**src/rtl/instr_fetch_issue_if.sv**
```systemverilog
// Fetch/issue stage bus: instruction memory, control-unit PC select and
// redirect targets on the way in; PC, pipeline registers and issue count out.
interface instr_fetch_issue_if #(
    parameter int PC_WIDTH = 32
);
    logic [31:0]         InstrIn;
    logic                Stall;
    logic [1:0]          MuxDireccionPC;
    logic [PC_WIDTH-1:0] JumpTarget;
    logic [PC_WIDTH-1:0] BranchTarget;
    logic [PC_WIDTH-1:0] PC;
    logic [31:0]         InstrIFID;
    logic [4:0]          Opcode;
    logic [4:0]          OpCodeIDEXOUT;
    logic [31:0]         IssueCount;

    // Driver side: memory model / control unit
    modport master (
        output InstrIn, Stall, MuxDireccionPC, JumpTarget, BranchTarget,
        input  PC, InstrIFID, Opcode, OpCodeIDEXOUT, IssueCount
    );

    // Fetch/issue stage side
    modport slave (
        input  InstrIn, Stall, MuxDireccionPC, JumpTarget, BranchTarget,
        output PC, InstrIFID, Opcode, OpCodeIDEXOUT, IssueCount
    );
endinterface

```
**src/rtl/instr_fetch_issue.sv**
```systemverilog
// Instruction fetch and issue stage: PC register, IF/ID instruction register,
// ID/EX opcode register and bubble insertion for jumps and conditional branches.
// A conditional branch in ID parks the stage in BR_WAIT for one unstalled cycle
// while the control unit resolves it from ID/EX.
module instr_fetch_issue #(
    parameter int                  PC_WIDTH   = 32,
    parameter logic [PC_WIDTH-1:0] RESET_PC   = {PC_WIDTH{1'b0}},
    parameter logic [4:0]          NOP_OPCODE = 5'b10111
) (
    input  logic clk,
    input  logic reset,
    instr_fetch_issue_if.slave bus
);

    typedef enum logic [0:0] {
        ST_RUN     = 1'b0,
        ST_BR_WAIT = 1'b1
    } state_t;

    localparam logic [31:0]         BUBBLE_WORD = {NOP_OPCODE, 27'd0};
    localparam logic [PC_WIDTH-1:0] PC_ONE      = {{(PC_WIDTH-1){1'b0}}, 1'b1};
    localparam logic [31:0]         ISSUE_ONE   = 32'd1;
    localparam logic [1:0]          SEL_JUMP    = 2'b01;
    localparam logic [1:0]          SEL_TAKEN   = 2'b10;

    // Conditional branch opcodes that must be resolved from ID/EX
    function automatic logic is_cond_branch(input logic [4:0] op);
        return (op == 5'b10100) || (op == 5'b10101);
    endfunction

    state_t              state_q, state_d;
    logic [PC_WIDTH-1:0] pc_q, pc_d;
    logic [31:0]         instr_ifid_q, instr_ifid_d;
    logic [4:0]          opcode_idex_q, opcode_idex_d;
    logic [31:0]         issue_cnt_q, issue_cnt_d;
    logic [4:0]          opcode_s;

    assign opcode_s = instr_ifid_q[31:27];

    // Next-state logic: PC select, bubble insertion and issue counting
    always_comb begin
        state_d       = state_q;
        pc_d          = pc_q;
        instr_ifid_d  = instr_ifid_q;
        opcode_idex_d = opcode_idex_q;
        issue_cnt_d   = issue_cnt_q;
        if (bus.Stall) begin
            // Whole stage frozen; select deliberately ignored
            state_d = state_q;
        end else begin
            case (state_q)
                ST_RUN: begin
                    opcode_idex_d = opcode_s;
                    if (is_cond_branch(opcode_s)) begin
                        // Branch wins over any select: hold PC, kill the fetch
                        pc_d         = pc_q;
                        instr_ifid_d = BUBBLE_WORD;
                        state_d      = ST_BR_WAIT;
                    end else begin
                        case (bus.MuxDireccionPC)
                            SEL_JUMP: begin
                                pc_d         = bus.JumpTarget;
                                instr_ifid_d = BUBBLE_WORD;
                            end
                            default: begin
                                pc_d         = pc_q + PC_ONE;
                                instr_ifid_d = bus.InstrIn;
                            end
                        endcase
                        state_d = ST_RUN;
                    end
                end
                ST_BR_WAIT: begin
                    opcode_idex_d = NOP_OPCODE;
                    if (bus.MuxDireccionPC == SEL_TAKEN) begin
                        pc_d         = bus.BranchTarget;
                        instr_ifid_d = BUBBLE_WORD;
                    end else begin
                        // Fall-through word at branch+1 is already on InstrIn
                        pc_d         = pc_q + PC_ONE;
                        instr_ifid_d = bus.InstrIn;
                    end
                    state_d = ST_RUN;
                end
                default: begin
                    // Unreachable encoding: flush to a clean RUN state
                    pc_d          = pc_q;
                    instr_ifid_d  = BUBBLE_WORD;
                    opcode_idex_d = NOP_OPCODE;
                    state_d       = ST_RUN;
                end
            endcase
            if (opcode_idex_d != NOP_OPCODE) begin
                issue_cnt_d = issue_cnt_q + ISSUE_ONE;
            end else begin
                issue_cnt_d = issue_cnt_q;
            end
        end
    end

    // State register: synchronous reset has priority over stall and select
    always_ff @(posedge clk) begin
        if (reset) begin
            state_q       <= ST_RUN;
            pc_q          <= RESET_PC;
            instr_ifid_q  <= BUBBLE_WORD;
            opcode_idex_q <= NOP_OPCODE;
            issue_cnt_q   <= 32'd0;
        end else begin
            state_q       <= state_d;
            pc_q          <= pc_d;
            instr_ifid_q  <= instr_ifid_d;
            opcode_idex_q <= opcode_idex_d;
            issue_cnt_q   <= issue_cnt_d;
        end
    end

    assign bus.PC            = pc_q;
    assign bus.InstrIFID     = instr_ifid_q;
    assign bus.Opcode        = opcode_s;
    assign bus.OpCodeIDEXOUT = opcode_idex_q;
    assign bus.IssueCount    = issue_cnt_q;

endmodule

```
**src/flat_wrapper.sv**
```systemverilog
// flat-port wrapper written by rule: the top's interface ports become plain ports
module instr_fetch_issue_flat 
#(
    parameter int                  PC_WIDTH   = 32,
    parameter logic [PC_WIDTH-1:0] RESET_PC   = {PC_WIDTH{1'b0}},
    parameter logic [4:0]          NOP_OPCODE = 5'b10111
)
  (clk, reset, bus_InstrIn, bus_Stall, bus_MuxDireccionPC, bus_JumpTarget, bus_BranchTarget, bus_PC, bus_InstrIFID, bus_Opcode, bus_OpCodeIDEXOUT, bus_IssueCount);
  instr_fetch_issue_if #(.PC_WIDTH(PC_WIDTH)) bus_i ();
  input  logic clk;
  input  logic reset;
  input wire logic [$bits(bus_i.InstrIn)-1:0] bus_InstrIn;
  input wire logic [$bits(bus_i.Stall)-1:0] bus_Stall;
  input wire logic [$bits(bus_i.MuxDireccionPC)-1:0] bus_MuxDireccionPC;
  input wire logic [$bits(bus_i.JumpTarget)-1:0] bus_JumpTarget;
  input wire logic [$bits(bus_i.BranchTarget)-1:0] bus_BranchTarget;
  output wire logic [$bits(bus_i.PC)-1:0] bus_PC;
  output wire logic [$bits(bus_i.InstrIFID)-1:0] bus_InstrIFID;
  output wire logic [$bits(bus_i.Opcode)-1:0] bus_Opcode;
  output wire logic [$bits(bus_i.OpCodeIDEXOUT)-1:0] bus_OpCodeIDEXOUT;
  output wire logic [$bits(bus_i.IssueCount)-1:0] bus_IssueCount;
  assign bus_i.InstrIn = bus_InstrIn;
  assign bus_i.Stall = bus_Stall;
  assign bus_i.MuxDireccionPC = bus_MuxDireccionPC;
  assign bus_i.JumpTarget = bus_JumpTarget;
  assign bus_i.BranchTarget = bus_BranchTarget;
  assign bus_PC = bus_i.PC;
  assign bus_InstrIFID = bus_i.InstrIFID;
  assign bus_Opcode = bus_i.Opcode;
  assign bus_OpCodeIDEXOUT = bus_i.OpCodeIDEXOUT;
  assign bus_IssueCount = bus_i.IssueCount;
  instr_fetch_issue #(.PC_WIDTH(PC_WIDTH), .RESET_PC(RESET_PC), .NOP_OPCODE(NOP_OPCODE)) u_core (.clk(clk), .reset(reset), .bus(bus_i));
endmodule
```
**config.mk**
```make
export PLATFORM = sky130hd
export DESIGN_NAME = instr_fetch_issue_flat
export DESIGN_NICKNAME = d
export VERILOG_FILES = /design/src/rtl/instr_fetch_issue_if.sv /design/src/rtl/instr_fetch_issue.sv /design/src/flat_wrapper.sv
export SDC_FILE = /design/constraint.sdc
export NUM_CORES = 1
export LEC_CHECK = 0
export ABC_AREA = 1
export BUFFER_PORTS_ARGS = -buffer_cell sky130_fd_sc_hd__buf_4
export CAP_MARGIN = 20
export CORE_UTILIZATION = 54
export DETAILED_ROUTE_END_ITERATION = 16
export PLACE_DENSITY = 0.84
export SYNTH_ARGS = -nofsm -noshare
export SYNTH_HDL_FRONTEND = slang
export SYNTH_SLANG_ARGS = --single-unit
```
**constraint.sdc**
```tcl
create_clock -name clk -period 2.85 [get_ports clk]
set_input_delay 0.57 -clock clk [delete_from_list [all_inputs] [get_ports clk]]
set_output_delay 0.57 -clock clk [all_outputs]
set_load 0.05 [all_outputs]
```
==> results.json <==
{
  "cap_violations": 0,
  "synth_nets": 973,
  "instances_no_fill": 1191,
  "startpoint_type": "register",
  "r2r_cells": 7,
  "finalMaxSlewViolations": 0,
  "finalSetupViolations": 0,
  "ys.flop_type": "dfxtp_1",
  "rsz0062_at_grt": "no",
  "syn_inst": 870,
  "yosys_warnings": 0,
  "netlist.area_leader.share": 0.356,
  "drcViolationCount": 0,
  "cts_resized": 0,
  "max-vdd-ir-drop_v": 0.000293,
  "diodes": 0,
  "yosysSeqAreaShare": 0.356,
  "finalCritPeriodShare": 0.711,
  "grt-ovfl-total": 0,
  "synth-edff-count": 0,
  "grtUsageTotal": 0.308,
  "hold_buffers": 0,
  "die_w_um": 105,
  "numCtsBuffers": 9,
  "dpl.hpwl_um": 12300,
  "syn_to_final_growth_pct": 30.1,
  "clk_pin_slew_ns": 0.12,
  "synth.largest_area_cell": "dfxtp_1",
  "crit_path_frequent_cell": "o21ai_0",
  "grt_pass1_vias": 5821,
  "core_region_area_um2": 10300,
  "fmax_ghz": 0.494,
  "layout-drive-gt1-share": 0.239,
  "h-tree-depth": 3,
  "wl_met2_um": 7850,
  "crit_buf_inv": 2,
  "wl_met3_um": 1380,
  "clock_latency_ns": 0.37,
  "final.min_clock_period_ns": 2.03,
  "cts_tree": "built",
  "hold_viol": 0,
  "num_vias": 6518,
  "io_pins": 207,
  "crit_cells": 7,
  "drt_iter0_markers": 386,
  "clock_path_buffers": 2,
  "dp.cells": 1175,
  "grt_pass1_wl_um": 27900,
  "worstPathArrival_ns": 2.34,
  "path_cells": "or2_1 -> o21ai_2 -> inv_2 -> buf_12 -> o21ai_0 -> o21ai_0 -> a21oi_1",
  "worstSetupPathType": "reg2reg",
  "dieArea_um2": 11100,
  "ys_ff_latch": 102,
  "worstHoldPathCells": 3,
  "slew_headroom": 0.632,
  "dr.pass1.iters": 5,
  "end_kind": "register",
  "worstPathRequired_ns": 3.16,
  "crit_path_top_delay_cell": "o21ai_2",
  "final_cell_mix": "nand2_1 (236), buf_4 (213), dfxtp_1 (102)",
  "grt_antenna_before_repair": 0,
  "status": "finished clean",
  "fin_nets": 1153,
  "start_util": 0.556,
  "async_reset_ff_frac": 0,
  "wl_um": 16900,
  "post_cts_buffers": 0,
  "path_max_fanout": 40,
  "globalplace.congestion": 0.986,
  "top_layer_used": "met4",
  "synth_area_leaders": "dfxtp_1 (36%), nand2_1 (15%), a21oi_1 (8.2%), nand3_1 (6.2%), nor2_1 (5.2%)",
  "rows": 37,
  "port_buffers": 206,
  "hold_path_class": "in2reg",
  "wl_met1_um": 7380,
  "synth_area_um2": 5740,
  "cpLargestDelayFamily": "compound AO/OA/AOI/OAI gates",
  "antenna_left": 0,
  "clock-sinks": 102,
  "p_leak_nw": 3.19,
  "slowest_delay_ns": 0.46,
  "cts_root_buf": "clkbuf_8",
  "die_h_um": 105,
  "syn_avg_cell_area_um2": 6.60,
  "finClkSkew_ns": 0.0243,
  "vias_per_cell": 5.47,
  "layout_commonest_cell": "nand2_1",
  "grt_max_degree": 54,
  "synth_cell_types": 43,
  "wl_per_cell_um": 14.2,
  "setup_tns_ns": 0,
  "max_slew.worst_pin.slew_ns": 0.553,
  "cellPowerDensity_nw_per_um2": 436
}
-- state kept, by name, summed over array words and instances (netlist names) --
register,count
u_core.bus.InstrIFID,32
u_core.bus.IssueCount,32
u_core.bus.PC,32
u_core.bus.OpCodeIDEXOUT,5
u_core.state_q,1
-- worst reg2reg max path: cells and delay by family, from the launching register on --
kind	cells	cell delay (ns)
AOI/OAI and AO/OA	4	0.79
and+or+nand+nor	1	0.32
buffers and inverters	2	0.45
DFF	1	0.42
-- synth_stat cells, types with 2 or more instances --
cell type and count:
nand3b_1 3, nor3_1 17, clkbuf_1 18, a21oi_1 94
nor2_4 2, o21ai_1 3, a22oi_1 17, inv_4 2
nor2_1 79, nand3_1 71, o21ai_0 59, inv_1 63
nand3_2 3, nor2_8 2, ha_1 2, inv_2 4
dfxtp_1 102, buf_4 6, nand2_1 236, a221oi_1 15
nor2_2 4, buf_1 3, or2_2 2, a31oi_1 2
nand4_1 13, buf_6 8, a21boi_0 2, or2_1 3
buf_2 10, xor2_1 9, a21o_1 2, xnor2_1 3
-- stage by stage --
| step | worst slack [ns] | hold slack (ns) | util | area (µm²) | power [mW] |
|---|---|---|---|---|---|
| detailed placement | 0.747 | 0.456 | 0.704 | 7270 | 2.32 |
| finish | 0.825 | 0.427 | 0.724 | 7470 | 3.26 |
| global placement | 0.805 | 0.452 | 0.704 | 7270 | 2.31 |
| floorplan | 0.914 | 0.605 | - | 5740 | 2.06 |
| global route | 0.689 | 0.422 | 0.724 | 7470 | 3.39 |
| CTS | 0.858 | 0.419 | 0.724 | 7470 | 3.26 |
-- cells by family after synthesis --
logic type,synth area share
AO/OA/AOI/OAI,0.198
XOR/XNOR,0.0183
adder cells (fa/ha/maj),0.00436
buffers and inverters,0.0919
flip-flops,0.356
AND/OR/NAND/NOR,0.332
-- metal layers --
layer  global-route usage  up-vias
met3               0.0568       26
met5                    0        -
li1                     -     3270
met1                0.421     2948
met2                0.494      274
met4               0.0855        0
-- power breakdown --
group | internal [mW] | total (mW) | switching [mW]
combinational | 0.263 | 0.739 | 0.476
sequential | 1.49 | 1.56 | 0.0686
clock | 0.358 | 0.963 | 0.605
-- area by class of cell --
class                   count  area, µm²
clock buffers               9        124
clock inverters             7       81.3
fillers                   933       2850
inverters                  69        264
multi-input cells         654       3170
flip-flops and latches    102       2040
well taps                 136        170
repair buffers            214       1620
-- worst paths after layout --
| check | from | endpoint | slack, ns |
|---|---|---|---|
| hold reg to reg | u_core.bus.InstrIFID[17] | u_core.bus.InstrIFID[17] | 0.47 |
| hold / removal | bus_InstrIn[31] | u_core.bus.InstrIFID[31] | 0.43 |
| setup / recovery | u_core.state_q | u_core.bus.PC[6] | 0.82 |
| setup reg to reg | u_core.state_q | u_core.bus.PC[6] | 0.82 |
Power figures use the tool's default switching activity.
